$ cat config.mk
export PLATFORM = sky130hd
export DESIGN_NAME = block_round_engine
export DESIGN_NICKNAME = d
export VERILOG_FILES = /design/src/rtl/block_round_engine_pkg.sv /design/src/rtl/block_perm.sv /design/src/rtl/block_sbox.sv /design/src/rtl/block_round_engine.sv
export SDC_FILE = /design/constraint.sdc
export NUM_CORES = 2
export LEC_CHECK = 0
export BUFFER_PORTS_ARGS = -buffer_cell sky130_fd_sc_hd__buf_2
export CELL_PAD_IN_SITES_DETAIL_PLACEMENT = 1
export CELL_PAD_IN_SITES_GLOBAL_PLACEMENT = 1
export CORE_MARGIN = 5
export CORE_UTILIZATION = 46
export CTS_CLUSTER_SIZE = 40
export DETAILED_ROUTE_END_ITERATION = 7
export HOLD_SLACK_MARGIN = 0.03
export PLACE_DENSITY_LB_ADDON = 0.1
export SYNTH_ARGS = -nofsm -noshare
export SYNTH_HDL_FRONTEND = slang
export SYNTH_SLANG_ARGS = --single-unit
$ cat constraint.sdc
create_clock -name clk -period 11.1 [get_ports clk]
set_clock_uncertainty 0.05 [all_clocks]
set_input_delay 3.33 -clock clk [delete_from_list [all_inputs] [get_ports clk]]
set_output_delay 3.33 -clock clk [all_outputs]
set_load 0.05 [all_outputs]
$ cat src/rtl/block_round_engine_pkg.sv
// Shared constants and FSM encoding for the DVB-CSA block decrypt engine.
//   ROUNDS     : rounds per block (one key byte per round)
//   BLK_W      : data block width
//   KEY_W      : expanded key width (ROUNDS key bytes)
//   CNT_W      : round counter width
//   state_t    : IDLE / RUN encoding
package block_round_engine_pkg;

    localparam int ROUNDS = 56;
    localparam int BLK_W  = 64;
    localparam int KEY_W  = 448;
    localparam int CNT_W  = 6;

    localparam logic [CNT_W-1:0] LAST_ROUND = CNT_W'(ROUNDS - 1);

    typedef enum logic {
        IDLE = 1'b0,
        RUN  = 1'b1
    } state_t;

endpackage

$ cat src/rtl/block_perm.sv
// DVB-CSA block cipher bit permutation (combinational).
//   x : input byte
//   y : permuted byte
// Bit mapping: 0->1, 1->7, 2->5, 3->4, 4->2, 5->6, 6->0, 7->3.
module block_perm (
    input  logic [7:0] x,
    output logic [7:0] y
);

    assign y = {x[1], x[5], x[2], x[3], x[7], x[4], x[0], x[6]};

endmodule

$ cat src/rtl/block_sbox.sv
// DVB-CSA block cipher 8-bit S-box (combinational table lookup).
//   x : input byte
//   y : substituted byte
module block_sbox (
    input  logic [7:0] x,
    output logic [7:0] y
);

    // Entry 0 sits in the most significant byte, so entry i lives at
    // bit offset 8*(255-i); 255-i is simply ~x for an 8-bit index.
    localparam logic [2047:0] TABLE = {
        128'h3aea68fe33e9881a83cfe17fbae23812,
        128'he82761950c36e570a206827c17a32649,
        128'hbe7a6d47c1518ff3cc5b67bdcd1808c9,
        128'hff69ef034e484a843fb41004dcf55cc6,
        128'h16abac4cf16a2f3c3bd4d594d0c46362,
        128'h71a1f94f2eaac556e33993ce6564e458,
        128'h6c194279ddee96f68aec1e855345debb,
        128'h7e0a9a132a9dc25e5a1f32359ca87330,
        128'h293de792871b2b4ba557974015e6bc0e,
        128'hebc3342db84425a41cc723ed906e5000,
        128'h999e4dd9da8d6f5f3ed7217486df6b05,
        128'h8e5d3711d22875d6a77724bff0b002b7,
        128'hf8fc8109b10176917d0fc8a0f2cb7860,
        128'hd1f7e0b59822b3201da6db7b599fae31,
        128'hfbd3b6ca437207f4d84114550d548bb9,
        128'had460baf80522cfa8c8966fdb2a99bc0
    };

    assign y = TABLE[{~x, 3'b000} +: 8];

endmodule

$ cat src/rtl/block_round_engine.sv
// Iterative DVB-CSA block decrypt: one round per clock, 56 rounds per block.
//   clk, rst_n : clock, async active-low reset
//   start      : accept din/kk when idle
//   din        : ciphertext, byte i = din[8i+7:8i]
//   kk         : expanded key, byte k = kk[8k+7:8k]
//   busy       : decryption in progress
//   done       : one-cycle pulse, dout valid
//   dout       : plaintext, held until the next completion
module block_round_engine
    import block_round_engine_pkg::*;
(
    input  logic             clk,
    input  logic             rst_n,
    input  logic             start,
    input  logic [BLK_W-1:0] din,
    input  logic [KEY_W-1:0] kk,
    output logic             busy,
    output logic             done,
    output logic [BLK_W-1:0] dout
);

    state_t           state, state_nxt;
    logic [7:0][7:0]  w, w_nxt;
    logic [CNT_W-1:0] cnt;
    logic [KEY_W-1:0] key;
    logic [7:0]       kbyte, sbox_in, s, ps, l;
    logic             last;
    logic             accept;

    // Rounds consume key bytes from the top (55) down to 0.
    assign kbyte   = key[{cnt, 3'b000} +: 8];
    assign sbox_in = kbyte ^ w[6];
    assign last    = (cnt == '0);
    assign accept  = (state == IDLE) && start;

    block_sbox u_sbox (.x(sbox_in), .y(s));
    block_perm u_perm (.x(s),       .y(ps));

    assign l = w[7] ^ s;
    // Byte 7 is the leftmost element of the concatenation.
    assign w_nxt = {w[6], w[5] ^ ps, w[4], w[3] ^ l, w[2] ^ l, w[1] ^ l, w[0], l};

    assign busy = (state == RUN);

    always_ff @(posedge clk or negedge rst_n) begin
        if (!rst_n) state <= IDLE;
        else        state <= state_nxt;
    end

    always_comb begin
        state_nxt = state;
        case (state)
            IDLE:    if (start) state_nxt = RUN;
            RUN:     if (last)  state_nxt = IDLE;
            default: state_nxt = IDLE;
        endcase
    end

    always_ff @(posedge clk or negedge rst_n) begin
        if (!rst_n) begin
            w    <= '0;
            cnt  <= '0;
            key  <= '0;
            dout <= '0;
            done <= 1'b0;
        end else begin
            done <= 1'b0;
            if (accept) begin
                w   <= din;
                key <= kk;
                cnt <= LAST_ROUND;
            end else if (state == RUN) begin
                w <= w_nxt;
                if (last) begin
                    dout <= w_nxt;
                    done <= 1'b1;
                end else begin
                    cnt <= cnt - 1'b1;
                end
            end
        end
    end

endmodule
==> impl_metrics.ini <==
[run_status]
status = completed

[synthesis]
synthArstFlopShare = 1.000
synthFlopType = dfrtp_1
ys_warn_count = 0
ys_seq_elements = 584
synth_nets = 4162
seq_area_frac_synth = 0.4636
synth_area_leader_cell = dfrtp_1
syn_area_per_cell_um2 = 8.674
synth_area_leaders = dfrtp_1 (46%), nand2_1 (19%), mux2i_1 (5.2%)
synthCells = 3634
synth_edf_count = 0
synthesis.area_mm2 = 0.03152
synth_top_area_share = 0.4636
ys_types = 95

[timing]
final.min_clock_period_ns = 7.772
fmax_mhz = 128.7
rsz0062_at_grt = false
setup-tns-final_ns = 0
slew_headroom = 0.01058
timing.final.crit_share = 0.7001
maxSlewViolCount = 0
setup-violations-final = 0
tightest_slew_ns = 1.484
hold_viol = 0

[worst_setup_path]
crit_slowest_cell = a2111oi_0
cp.arrival_ns = 8.15
crit_type = reg -> reg
startpoint_type = flop
cp.required_ns = 11.47
path_cells = buf_4, and2_1, a22oi_1, nand3_1, nand4_1, o211ai_2, buf_4, clkinv_1, ha_1, buf_4, a2111oi_0, a211oi_1, and2_1, o311ai_0, o221ai_1
worstPathMaxFanout = 34
critPathTopFamily = compound AO/OA/AOI/OAI gates
cp-end-kind = flop
crit_path_frequent_cell = buf_4
path_buf_inv = 4
critPathMaxStageDelay_ns = 1.04

[clocking]
clkLatencyLatePin_ns = 0.63
ctsHoldBuffers = 0
ctsResizeCount = 0
cts_buffers = 67
cts_buffer_depth = 3
clk_pin_slew_ns = 0.06
cts_tree = built
root_buffer = clkbuf_16
htree_levels = 3
post_cts_buffers = 0
clock-sinks = 584

[hold_path]
min_path_type = reg -> reg

[place]
post_dp_cell_area_mm2 = 0.03484
numPortBuffers = 580
dpl.hpwl_mm = 97.12
routabilityCongestion = 1.001

[routing]
drt_iter0_markers = 2989
wirelength_mm = 135.6
drc_errors = 0
drtPass1Iterations = 8
wl_per_cell_um = 27.04
vias = 29940
avgViaCountPerCell = 5.969
postRouteAntennaNets = 0

[final_layout]
final_layout_size_suffix_gt1_frac = 0.2142
syn_to_final_growth_pct = 17.95
nNetsFinal = 4597
finish.instance_area_mm2 = 0.03718
final_cell_mix = nand2_1 (1591), dfrtp_1 (579), buf_2 (578)
final_common_cell = nand2_1

[floorplan]
die_y_um = 271.8
die_area_mm2 = 0.07386
ios = 581
die_w_um = 271.8
core_mm2 = 0.06823
start_util = 0.4620
rows = 96

[global_routing]
grt_pass1_wl_mm = 201.5
antenna_found_initial = 23
grt_pass1_vias = 31750
grtUsageTotal = 0.3565
grt_start_max_net_pins = 253
overflow = 0

[run]
max_cap_violations = 0
## flip-flops by register name, indices dropped and copies added, names as in the netlist
register,cells
key,448
w,64
done,1
dout,64
cnt,6
busy,1
## metrics by stage
stage / cells / hold WS, ns / setup slack [ns] / utilization
4_1_cts: 4999 / 0.4225 / 3.581 / 0.5443
5_1_grt: 5016 / 0.4385 / 2.984 / 0.5450
6_report: 5016 / 0.4186 / 3.328 / 0.5450
3_3_place_gp: 4882 / 0.4026 / 3.696 / 0.5107
3_5_place_dp: 4882 / 0.4085 / 3.620 / 0.5107
2_1_floorplan: 3634 / 0.3879 / 5.996 / -
## tightest hold or removal path: stages (launching register included)
cell     delay, ns
dfrtp_1       0.33
nand2_1       0.05
nand2_1       0.05
## cell type report
type | instances | area, µm²
Antenna cell | 17 | 42.54
Clock buffer | 88 | 1876
Clock inverter | 29 | 417.9
Fill cell | 8078 | 31040
Inverter | 32 | 120.1
Multi-Input combinational cell | 2750 | 15610
Sequential cell | 584 | 14630
Tap cell | 882 | 1104
Timing Repair Buffer | 634 | 3383
## cell usage after synthesis (all sizes together), types with 19 or more instances
| cell | instances |
|---|---|
| nand3 | 44 |
| mux2i | 165 |
| nand4 | 19 |
| dfrtp | 584 |
| nor2b | 43 |
| mux4 | 62 |
| a211oi | 57 |
| mux2 | 19 |
| a31oi | 35 |
| xnor2 | 33 |
| inv | 27 |
| a22oi | 31 |
| nor4 | 20 |
| nor2 | 81 |
| o21ai | 99 |
| clkbuf | 168 |
| nor3 | 42 |
| buf | 100 |
| a21oi | 82 |
| nand2 | 1593 |
## final timing paths
| check | from | to | slack [ns] | cells past startpoint |
|---|---|---|---|---|
| min reg2reg | key[162]$_DFFE_PN0P_ | key[162]$_DFFE_PN0P_ | 0.42 | 2 |
| min in group asynchronous | rst_n | key[389]$_DFFE_PN0P_ | 2.63 | 1 |
| min | key[162]$_DFFE_PN0P_ | key[162]$_DFFE_PN0P_ | 0.42 | 2 |
| max reg2reg | cnt[1]$_DFFE_PN0P_ | dout[28]$_DFFE_PN0P_ | 3.33 | 15 |
| max in group asynchronous | rst_n | key[174]$_DFFE_PN0P_ | 6.70 | 3 |
| max | cnt[1]$_DFFE_PN0P_ | dout[28]$_DFFE_PN0P_ | 3.33 | 15 |
## routing by layer
metal / global-route usage / vias up / part of all wire
li1: - / 13230 / -
met2: 0.5796 / 1211 / 0.48
met3: 0.06779 / 359 / 0.065
met4: 0.1816 / 2 / 0.058
met5: 0 / - / 0.000096
met1: 0.4572 / 15140 / 0.40
## cells by family (layout without fill, tap and decap cells)
| logic type | after synthesis | after routing | synth area share |
|---|---|---|---|
| compound gates | 518 | 518 | 0.1180 |
| xor+xnor | 50 | 50 | 0.01790 |
| fa+ha+maj | 13 | 13 | 0.005160 |
| buf+inv | 300 | 783 | 0.04318 |
| flops | 584 | 584 | 0.4636 |
| mux | 246 | 246 | 0.1035 |
| other cells | 0 | 17 | 0 |
| simple gates | 1923 | 1923 | 0.2486 |
Power is left out: the tool's default activity adds up to more than one toggle a clock period on the data nets, which glitch-free logic cannot reach.
